**config.mk**
```make
export PLATFORM = sky130hd
export DESIGN_NAME = if_id_stage
export DESIGN_NICKNAME = d
export VERILOG_FILES = /design/src/rtl/if_id_stage.sv
export SDC_FILE = /design/constraint.sdc
export NUM_CORES = 1
export LEC_CHECK = 0
export ABC_CLOCK_PERIOD_IN_PS = 4200
export CAP_MARGIN = 30
export CORE_MARGIN = 10
export CORE_UTILIZATION = 55
export DETAILED_ROUTE_END_ITERATION = 6
export DONT_BUFFER_PORTS = 1
export PLACE_DENSITY = 0.7
export SETUP_SLACK_MARGIN = 0.1
export SLEW_MARGIN = 5
export SYNTH_ARGS = -nofsm -noshare
export SYNTH_HDL_FRONTEND = slang
export SYNTH_SLANG_ARGS = --single-unit
```
**constraint.sdc**
```tcl
create_clock -name clk -period 4.2 [get_ports clk]
set_input_delay 0.42 -clock clk [delete_from_list [all_inputs] [get_ports clk]]
set_output_delay 0.42 -clock clk [all_outputs]
set_load 0.02 [all_outputs]
```
**src/rtl/if_id_stage.sv**
```systemverilog
// Fetch stage and IF/ID pipeline register: owns the PC, detects load-use hazards,
// redirects on ID-stage jumps and flushes on EX-resolved taken branches.
module if_id_stage #(
  parameter logic [31:0] RESET_PC = 32'h0000_0000,
  parameter logic [31:0] NOP_INST = 32'h0000_0000,
  parameter int          CNT_W    = 16
) (
  input  logic             clk,
  input  logic             reset,
  output logic [31:0]      imem_addr,
  input  logic [31:0]      imem_rdata,
  input  logic             ex_branch_taken,
  input  logic [31:0]      ex_branch_target,
  input  logic             idex_memr,
  input  logic [4:0]       idex_rt,
  output logic [31:0]      ifid_inst,
  output logic [31:0]      ifid_pc4,
  output logic             ifid_valid,
  output logic             pipe_stall,
  output logic [CNT_W-1:0] stall_cnt
);

  logic [31:0]      pc_reg;
  logic [31:0]      inst_reg;
  logic [31:0]      pc4_reg;
  logic             valid_reg;
  logic [CNT_W-1:0] cnt_reg;

  logic [31:0] pc_plus4;
  logic [31:0] jtarget;
  logic [5:0]  op;
  logic [4:0]  rs;
  logic [4:0]  rt;
  logic        uses_rt;
  logic        hazard;
  logic        jump;

  assign op = inst_reg[31:26];
  assign rs = inst_reg[25:21];
  assign rt = inst_reg[20:16];

  // Opcodes whose rt field is a source operand: R-type, beq, bne, sw.
  assign uses_rt = (op == 6'b000000) || (op == 6'b000100) ||
                   (op == 6'b000101) || (op == 6'b101011);

  assign hazard = valid_reg && idex_memr && (idex_rt != 5'd0) &&
                  ((idex_rt == rs) || (uses_rt && (idex_rt == rt)));

  // A taken branch flushes the stalled instruction anyway, so it suppresses the stall.
  assign pipe_stall = hazard && !ex_branch_taken;
  assign jump       = valid_reg && (op == 6'b000010) && !pipe_stall;
  assign jtarget    = {pc4_reg[31:28], inst_reg[25:0], 2'b00};
  assign pc_plus4   = pc_reg + 32'd4;

  always_ff @(posedge clk or posedge reset) begin
    if (reset) begin
      pc_reg    <= RESET_PC;
      inst_reg  <= NOP_INST;
      pc4_reg   <= 32'd0;
      valid_reg <= 1'b0;
      cnt_reg   <= '0;
    end else if (ex_branch_taken) begin
      pc_reg    <= ex_branch_target;
      inst_reg  <= NOP_INST;
      pc4_reg   <= 32'd0;
      valid_reg <= 1'b0;
    end else if (pipe_stall) begin
      if (!(&cnt_reg))
        cnt_reg <= cnt_reg + {{(CNT_W-1){1'b0}}, 1'b1};
    end else if (jump) begin
      pc_reg    <= jtarget;
      inst_reg  <= NOP_INST;
      pc4_reg   <= 32'd0;
      valid_reg <= 1'b0;
    end else begin
      pc_reg    <= pc_plus4;
      inst_reg  <= imem_rdata;
      pc4_reg   <= pc_plus4;
      valid_reg <= 1'b1;
    end
  end

  assign imem_addr  = pc_reg;
  assign ifid_inst  = inst_reg;
  assign ifid_pc4   = pc4_reg;
  assign ifid_valid = valid_reg;
  assign stall_cnt  = cnt_reg;

endmodule

```
# Word level (Yosys, flattened, before mapping)
# Index checks and enable logic that the tools add are counted.
totals:
  register_bits: 113
  latch_bits: 0
  ramBits: 0
  rom_bits: 0
  inputBits: 73
  out_inout_bits: 114
  elab_cells: 45
  mem_count: 0
op_classes:
  n_addsub: 2
  n_mul: 0
  div_mod_pow: 0
  n_lt_le_gt_ge: 0
  n_eq_ne: 7
  n_shift: 0
  muxes: 12
  n_bitwise: 2
  reduce_logical: 17
op_table:
  columns: ["cell", "count"]
  rows:
  - ["two-way mux 32 bit", 9]
  - ["adder 32 x 3 -> 32 bit (second input constant)", 1]
  - ["adder 16 x 1 -> 16 bit (second input constant)", 1]
  - ["AND reduction 16 bit", 1]
  - ["== test 6 x 3 -> 1 bit (second input constant)", 2]
  - ["== test 5 bit", 2]
  - ["logical AND 1 bit", 7]
  - ["== test 6 x 2 -> 1 bit (second input constant)", 1]
  - ["== test 6 bit (second input constant)", 1]
  - ["logical NOT 6 bit", 1]
  - ["nonzero test 5 bit", 1]
  - ["logical OR 1 bit", 4]
  - ["two-way mux 1 bit", 3]
  - ["AND reduction 3 bit", 1]
  - ["logical NOT 1 bit", 2]
  - ["inequality test 2 bit (second input constant)", 1]
  - ["NOT 1 bit", 2]

# Depth between registers and ports, before layout
depth:
  word_depth: 13
  depth_mapped: 10
  ltp_nobuf: 6

# Least setup slack after synthesis
# OpenSTA, ideal clock, no wires.
synth_timing:
  kind: "reg-to-reg"
  startpoint: "register pc_reg[2], in the netlist imem_addr[2]"
  endpoint: "register pc_reg[28], in the netlist imem_addr[28]"
  setup_ps: 124
  arrival_ps: 2120
  required_ps: 4076
  setup_slack_ps: 1956
  path_stages_with_launch: 7
  path_cell_list: "dfrtp_1 > ha_1 > nand3_1 > nor3_4 > nand4_1 > a211o_1 > a211o_1"
synth_via:
  elab_chain_len: 4
synth_lines:
  columns: ["element", "line", "rtl"]
  rows:
  - ["start: declaration", "23", "logic [31:0] pc_reg;"]
  - ["start signal: assignment", "63", "pc_reg <= ex_branch_target;"]
  - ["start signal: assignment", "71", "pc_reg <= jtarget;"]
  - ["start signal: assignment", "76", "pc_reg <= pc_plus4;"]
  - ["adder 32 x 3 -> 32 bit", "53", "assign pc_plus4 = pc_reg + 32'd4;"]
  - ["two-way mux 32 bit", "70", "end else if (jump) begin"]
  - ["two-way mux 32 bit", "67", "end else if (pipe_stall) begin"]
  - ["two-way mux 32 bit", "62", "end else if (ex_branch_taken) begin"]
# Every way passes these cells. The select of a mux whose other input is x is not followed.
# A chain may end at the register's enable or synchronous reset.

# Worst setup path after layout
layout_timing:
  startpoint: "register inst_reg[24], in the netlist ifid_inst[24]"
  endpoint: "output port pipe_stall"
layout_via:
  elab_chain_len: 4
layout_lines:
  columns: ["element", "line", "rtl"]
  rows:
  - ["start: declaration", "24", "logic [31:0] inst_reg;"]
  - ["start signal: assignment", "77", "inst_reg <= imem_rdata;"]
  - ["== test 5 bit", "47", "((idex_rt == rs) || (uses_rt && (idex_rt == rt)));"]
  - ["logical OR 1 bit", "47", null]
  - ["logical AND 1 bit", "46", "assign hazard = valid_reg && idex_memr && (idex_rt != 5'd0) &&"]
  - ["logical AND 1 bit", "50", "assign pipe_stall = hazard && !ex_branch_taken;"]
  - ["end: declaration", "19", "output logic pipe_stall,"]
# Every way passes these cells.

==> results.json <==
{
  "status": "finished with violations",
  "violations": "negative hold slack",
  "whs_ps": -9.581,
  "netlist_instances": 641,
  "p_per_area_nw_per_um2": 451.0,
  "syn_nets": 716,
  "yosysMostFrequentCell": "dfrtp_1",
  "p_seq_frac": 0.458,
  "post-route-period-util": 0.6962,
  "ys_top_cells_by_count": "113 x dfrtp_1, 95 x o21ai_0, 59 x nand2_1",
  "worst_pin_slew_ps": 931.7,
  "core_um2": 10980,
  "vias": 5300,
  "r2r-start": "ifid_inst[20]",
  "cp.arrival_ps": 2500,
  "ys_types": 70,
  "p_leak_nw": 2.720,
  "synth_edf_count": 0,
  "start_kind": "flip-flop",
  "grt_pass1_wl_mm": 30.76,
  "cts_sinks": 113,
  "antenna_found_initial": 2,
  "yosys.area.top_type_share": 0.4543,
  "setup_viol": 0,
  "post-place-ws_ps": 1431,
  "yosys.area.top_type": "dfrtp_1",
  "drive_above_1_share": 0.1011,
  "ys_ff_latch": 113,
  "globalplace.congestion": 0.8825,
  "die-area_um2": 15970,
  "viasPerCell": 6.839,
  "switching_power_mw": 0.8694,
  "setup_tns_ps": 0,
  "ys_seq_area_frac": 0.4543,
  "final_net_count": 695,
  "drc": 0,
  "synth_area_leaders": "dfrtp_1 45%, o21ai_0 7.6%, xor2_1 4.1%",
  "postCtsSetupBuffers": 0,
  "hp-class": "in2async",
  "dp_hpwl_mm": 14.14,
  "worstPathMaxFanout": 24,
  "overflow": 0,
  "switching_share": 0.2827,
  "rsz0062_at_grt": "false",
  "internal_power_mw": 2.206,
  "avgSynthCellArea_um2": 9.711,
  "fin_ws_ps": 1276,
  "cts_buffer_depth": 2,
  "antenna_left": 0,
  "crit_start": "ifid_inst[24]",
  "grt_start_max_net_pins": 95,
  "finalHoldViolCount": 11,
  "cts.clk_slew.worst_paths_ps": 50,
  "vdd_ir_drop_max_v": 0.0002755,
  "worstPathRequired_ps": 3780,
  "grt_usage": 0.2427,
  "postCtsResizedCells": 0,
  "drv_slew": 0,
  "async_reset_ff_frac": 1.000,
  "cts_made_buffers": 17,
  "drt-total-wl_mm": 20.00,
  "initial_core_util": 0.5668,
  "maxCapViolCount": 0,
  "p_clk_frac": 0.461,
  "synth_top_flop_cell": "dfrtp_1",
  "ys.warnings.count": 0,
  "postCtsHoldBufs": 0,
  "area_delta_synth_final_pct": 9.528,
  "die_y_um": 126.4,
  "cts_max_level": 4,
  "post_drt_wl_per_cell_um": 25.81,
  "syn_area_um2": 6225,
  "first_pass_iters": 5,
  "root_buffer": "clkbuf_16",
  "clk_latency_ps": 420,
  "fmax_ghz": 0.3420,
  "cp-end-kind": "output port",
  "clock_skew_ps": 6.547,
  "slew_headroom": 0.3789,
  "tritoncts": "done",
  "grt_pass1_vias": 5137,
  "p_comb_frac": 0.081,
  "rows": 38,
  "die_w_um": 126.4,
  "io_buffers": 0,
  "drtIter0Drc": 571,
  "critPathKind": "reg2out",
  "ios": 187,
  "finalCriticalPeriod_ps": 2924
}
==> worst paths after layout <==
| check | to | depth (start not counted) | slack [ps] |
|---|---|---|---|
| min in group clk | ifid_inst[11] | 2 | 130 |
| hold reg to reg | ifid_pc4[16] | 1 | 640 |
| hold / removal | imem_addr[0] | 1 | -10 |
| max in group asynchronous | imem_addr[26] | 2 | 3300 |
| setup / recovery | pipe_stall | 6 | 1280 |
| setup reg to reg | stall_cnt[1] | 6 | 1380 |
==> cell families after synthesis <==
| logic type | count (synthesis) | synth area share |
|---|---|---|
| flip-flops | 113 | 0.4543 |
| multiplexers | 6 | 0.01065 |
| adder cells (fa/ha/maj) | 2 | 0.004019 |
| AND/OR/NAND/NOR | 169 | 0.1544 |
| XOR/XNOR | 51 | 0.07176 |
| buffers and inverters | 59 | 0.04784 |
| AO/OA/AOI/OAI | 241 | 0.2571 |
==> layout make-up <==
| class | instances | area [um2] |
|---|---|---|
| fillers | 912 | 4165 |
| multi-input cells | 469 | 3108 |
| flip-flops and latches | 113 | 2828 |
| clock buffers | 27 | 503.0 |
| well taps | 140 | 175.2 |
| repair buffers | 10 | 87.58 |
| clock inverters | 5 | 75.07 |
| inverters | 9 | 36.28 |
| diodes | 2 | 5.005 |
==> power groups by stage <==
stage | sequential, mW | combinational [mW] | clock [mW]
after global placement | 1.42 | 0.238 | 0
after floorplan | 1.37 | 0.210 | 0
after CTS | 1.41 | 0.245 | 1.43
final | 1.41 | 0.248 | 1.42
after global routing | 1.42 | 0.278 | 1.48
after detailed placement | 1.43 | 0.245 | 0
==> stage by stage <==
step	instance area (um2)	cells	hold slack, ps	util	total power, mW
2_1_floorplan	6225	641	556.0	-	1.578
3_3_place_gp	6215	740	454.9	0.5658	1.661
3_5_place_dp	6215	740	468.9	0.5658	1.672
4_1_cts	6793	772	18.05	0.6185	3.085
5_1_grt	6818	775	47.96	0.6208	3.180
6_report	6818	775	-9.581	0.6208	3.075
==> critical path, cell delays in order (launching register included) <==
cell      delay [ps]
dfrtp_1          510
xor2_1           230
a211oi_2         410
and2_2           310
nor2_8            80
inv_2            190
buf_4            350
==> cells in the final DEF, fill, tap and decap left out, drive strengths merged, types with 10 or more instances in the layout <==
master	instances
o21ai	98
o31ai	33
nand2	60
nand4	14
nor2	25
xnor2	22
a21oi	14
buf	10
xor2	29
nor3	10
a22oi	15
a31oi	10
a211oi	10
nand3	18
o211ai	11
clkbuf	27
dfrtp	113
==> flip-flops by register name (all words and copies together) (netlist names) <==
register    cells
ifid_pc4       32
ifid_inst      32
stall_cnt      16
ifid_valid      1
imem_addr      32
==> routing by layer <==
metal / part of all wire / vias to the layer above / global-route usage
li1: - / 2369 / -
met1: 0.40 / 2613 / 0.3021
met2: 0.45 / 288 / 0.3545
met3: 0.13 / 30 / 0.1237
met4: 0.019 / 0 / 0.08439
met5: 0 / - / 0
Note: power is estimated with default switching activity, not from simulation.
==> patch 1 (same settings) <==
Change the parameter `CNT_W` from 16 to 18.
--- a/src/rtl/if_id_stage.sv
+++ b/src/rtl/if_id_stage.sv
@@ -4,5 +4,5 @@
   parameter logic [31:0] RESET_PC = 32'h0000_0000,
   parameter logic [31:0] NOP_INST = 32'h0000_0000,
-  parameter int          CNT_W    = 16
+  parameter int          CNT_W    = 18
 ) (
   input  logic             clk,
Interface: changed (resized stall_cnt); port bits go from 187 to 189. The function was not compared with the original's and may differ.
==> patch 1 against the original RTL <==
- worst setup slack worse by 520 ps
- critical path depth fell by 1
- routed wire length decreased by 8.1%
- hold slack improved by 32 ps
- area after synthesis down 3.5%
- final cell count up 5.4%
- design area decreased by 2.1%
- total power down 0.60%
- sequential cell count grew 2
- sequential share of layout area up 1.6 points
- die area is 3.0% lower
- critical endpoint unchanged
==> patch 1: results (changes against the original RTL) <==
| Metric | Value |
|---|---|
| Outcome | `finished, final reports clean (was complete, but fails checks)` |
| Met1 Routed Length | `7.459 mm (was 7.913 mm)` |
| Vias | `5,086 (was 5,300)` |
| Root buffer cell | `clkbuf_8 (was clkbuf_16)` |
| Placement Setup Slack | `1160 ps (was 1431 ps)` |
| VDD IR max | `0.0002382 V (was 0.0002755 V)` |
| Clock insertion delay at the later pin of the skew report | `530 ps (was 420 ps)` |
| Largest net degree at the start of global routing | `70 (was 95)` |
| Routed wire length per instance | `22.49 um (was 25.81 um)` |
| Non-clock buffering overhead | `1.837% (was 1.285%)` |
| Final GP Congestion | `0.8743 (was 0.8825)` |
| Layout cells sized above 1 | `7.829% (was 10.11%)` |
| Hold buffer count at CTS | `2 (was 0)` |
| WP data arrival | `3020 ps (was 2500 ps)` |
| DR WL met3 | `2.101 mm (was 2.625 mm)` |
| Switching Fraction | `28.93% (was 28.27%)` |
| Non-clk bufs | `14 (was 10)` |
| Initial antenna violation count | `0 (was 2)` |
| Post-route setup slack | `755.7 ps (was 1276 ps)` |
| Clock-cell share of area | `8.508% (was 8.479%)` |
| Register-to-Register Path Depth | `7 (was 6)` |
| Most frequent cells after synthesis | `nand2_1 (143), dfrtp_1 (115), o21ai_0 (75) (was dfrtp_1 (113), o21ai_0 (95), nand2_1 (59))` |
| Multi-input gates | `504 (was 469)` |
| Synth Instances | `676 (was 641)` |
| WL met2 | `8.352 mm (was 9.073 mm)` |
| Synth top area cells | `dfrtp_1 (48%), nand2_1 (8.9%), o21ai_0 (6.2%) (was dfrtp_1 (45%), o21ai_0 (7.6%), xor2_1 (4.1%))` |
| Reg-to-Reg Start | `ifid_inst[26] (was ifid_inst[20])` |
| Multiplexer area fraction after synthesis | `0.9373% (was 1.065%)` |
| Hold Path Class | `in -> reg (was in -> async)` |
| Distinct cells, synth | `53 (was 70)` |
| # nets final | `740 (was 695)` |
| Placed cell area | `6088 um^2 (was 6215 um^2)` |
## patch 1: cell types whose count changed after synthesis, moves of 13 or more
| cell | change |
|---|---|
| xnor2_1 | +19 |
| nand2_1 | +84 |
| o31ai_1 | -18 |
| o21ai_0 | -20 |
| a21oi_1 | +13 |
| a22oi_1 | -13 |
| xor2_1 | -18 |
## patch 1: power by group through the flow
stage / clock network (mW) / registers, mW / logic (mW)
finish: 1.39 / 1.42 / 0.241
global route: 1.46 / 1.44 / 0.274
global placement: 0 / 1.44 / 0.227
floorplan: 0 / 1.39 / 0.195
CTS: 1.40 / 1.43 / 0.242
detailed placement: 0 / 1.44 / 0.237
## patch 1: routing by layer
metal  track usage (%)  up-vias
li1                  -     2356
met1             29.09     2456
met2             34.62      237
met3             11.28       37
met4             8.362        0
met5                 0        -
## patch 1: worst max-delay path, delay by kind of cell, from the launching register on
family	cells	cell delay, ps
flip-flops	1	480
AO/OA/AOI/OAI	2	1030
buffers and inverters	1	350
AND/OR/NAND/NOR	2	600
==> patch 2 (same flow settings) <==
Without the edit above. Put one more register stage on the output `stall_cnt`. The value now appears one clock later. The other outputs are not delayed to match.
--- a/src/rtl/if_id_stage.sv
+++ b/src/rtl/if_id_stage.sv
@@ -85,5 +85,7 @@
   assign ifid_pc4   = pc4_reg;
   assign ifid_valid = valid_reg;
-  assign stall_cnt  = cnt_reg;
+  always_ff @(posedge clk) begin
+    stall_cnt <= cnt_reg;
+  end
 
 endmodule
Function: changed (a bounded check fails within 4 cycles, from zero or initial values and one cycle with reset high).
==> patch 2 against the original RTL <==
- sequential cell count is 16 higher
- hold slack improved by 120 ps
- routed wire length down 2.3%
- sequential share of layout area increased by 3.6 points
- final cell count rose by 6.2%
- design area rose by 2.5%
- worst setup slack worse by 93 ps
- clock skew grew 1.1 ps
- global-route usage shrank 0.25 points
- total power is 7.3% higher
- core utilization grew 1.6 points
- area after synthesis rose by 0.32%
- critical endpoint is now imem_addr[26]
==> patch 2: results (changes against the original RTL) <==
| Metric | Value |
|---|---|
| Outcome | `finished, final reports clean (was complete, but fails checks)` |
| # fillers | `893 (was 912)` |
| Final setup skew | `7.677 ps (was 6.547 ps)` |
| FFs w/ async S/R, synth | `87.60% (was 100.0%)` |
| Leakage power | `3.060 nW (was 2.720 nW)` |
| Syn avg cell area | `9.157 um^2 (was 9.711 um^2)` |
| Hold WS | `114.2 ps (was -9.581 ps)` |
| Hold buffer count at CTS | `1 (was 0)` |
| Initial DRC count | `609 (was 571)` |
| Hold Path Class | `in -> reg (was in -> async)` |
| First-pass GRT wire length | `30.45 mm (was 30.76 mm)` |
| Layout cells sized above 1 | `8.651% (was 10.11%)` |
| Synth top area cells | `dfrtp_1 (45%), nand2_1 (9.0%), dfxtp_1 (5.1%) (was dfrtp_1 (45%), o21ai_0 (7.6%), xor2_1 (4.1%))` |
| Post-placement cell count | `789 (was 740)` |
| R2r setup slk | `1180 ps (was 1380 ps)` |
| Vias in the first global route | `5,139 (was 5,137)` |
| H-Tree Depth | `4 (unchanged)` |
| Sequential fraction of the synthesis area | `50.41% (was 45.43%)` |
| Root buffer cell | `clkbuf_16 (unchanged)` |
| Synth Area in XOR/XNOR | `7.293% (was 7.176%)` |
| Switching Fraction | `28.52% (was 28.27%)` |
| Post-Syn Nets | `757 (was 716)` |
| Largest net degree at the start of global routing | `89 (was 95)` |
| Gr usage total | `24.01% (was 24.27%)` |
| Initial antenna violation count | `0 (was 2)` |
| YS warnings | `0 (unchanged)` |
| Distinct cells, synth | `55 (was 70)` |
| Routed wire length per instance | `23.74 um (was 25.81 um)` |
| # nets final | `744 (was 695)` |
| VDD IR max | `0.0002576 V (was 0.0002755 V)` |
| Slew HR | `40.58% (was 37.89%)` |
| Hpwl dp | `14.19 mm (was 14.14 mm)` |
| Most frequent cells after synthesis | `nand2_1 (150), dfrtp_1 (113), nand3_1 (57) (was dfrtp_1 (113), o21ai_0 (95), nand2_1 (59))` |
| Largest fanout on the critical path | `7 (was 24)` |
| Synth Area in Compound Gates | `12.28% (was 25.71%)` |
| Final GP Congestion | `0.8389 (was 0.8825)` |
| Post-Synth Adder-Cell Area | `0.4007% (was 0.4020%)` |
==> patch 2: changes by cell type in the layout (fill, tap and decap cells not counted), moves of 9 or more <==
cell / before / now
dfxtp_1: 0 / 16
nand2_1: 59 / 150
nand3_1: 16 / 57
nor2_1: 23 / 41
o21ai_0: 95 / 39
o2bb2ai_1: 9 / 0
o31ai_1: 33 / 14
xnor2_1: 22 / 31
==> patch 2: logic make-up (layout without fill, tap and decap cells) <==
kind of cell / count (synthesis) / in the layout
and+or+nand+nor: 327 / 327
adders and majority gates: 2 / 2
muxes: 2 / 2
DFF: 129 / 129
other: 0 / 1
buffers and inverters: 52 / 52
AOI/OAI and AO/OA: 118 / 118
xor gates and xnor gates: 52 / 52
==> patch 2: final timing paths <==
check	cells after the start	from	end
min in group asynchronous	2	reset	imem_addr[18]
worst min-delay path	1	ex_branch_taken	ifid_valid
worst min register to register	0	cnt_reg[1]	stall_cnt[1]
worst max-delay path	7	imem_addr[2]	imem_addr[26]
max in group asynchronous	3	reset	ifid_inst[20]
worst max register to register	7	imem_addr[2]	imem_addr[26]
==> patch 2: worst max-delay path, stage by stage (launching register included) <==
cell and delay [ps]:
dfrtp_1 620, ha_1 350, inv_1 110, or4_1 730, nor4_4 420, nor3_1 150, a221oi_1 400, nand2_1 110
==> patch 2: routing by layer <==
| layer | vias to the layer above | track usage (%) | routed length [um] |
|---|---|---|---|
| met3 | 50 | 11.25 | 2439 |
| met4 | 0 | 9.779 | 631 |
| met5 | - | 0 | 0 |
| met1 | 2600 | 28.05 | 7128 |
| li1 | 2377 | - | - |
| met2 | 297 | 37.39 | 9341 |
==> patch 2: metrics by stage <==
stage | utilization, % | setup slack [ps] | instance area (um^2)
floorplan | - | 792.6 | 6245
global placement | 57.50 | 1045 | 6315
detailed placement | 58.09 | 1225 | 6380
CTS | 63.61 | 1200 | 6987
global route | 63.61 | 939.7 | 6987
finish | 63.64 | 1183 | 6989
==> patch 2: power groups by stage <==
stage,clock network [mW],logic (mW),registers (mW)
2_1_floorplan,0,0.200,1.53
3_3_place_gp,0,0.231,1.59
3_5_place_dp,0,0.242,1.59
4_1_cts,1.49,0.245,1.57
5_1_grt,1.56,0.279,1.58
6_report,1.49,0.245,1.57
==> patch 2: area by class of cell <==
| type | instances | area [um^2] | area share (%) |
|---|---|---|---|
| inverters | 9 | 36.28 | 0.5192 |
| diodes | 1 | 2.502 | 0.03580 |
| well taps | 140 | 175.2 | 2.506 |
| clock buffers | 19 | 432.9 | 6.194 |
| multi-input cells | 501 | 2910 | 41.64 |
| clock inverters | 13 | 163.9 | 2.345 |
| flip-flops and latches | 129 | 3148 | 45.04 |
| repair buffers | 11 | 120.1 | 1.719 |
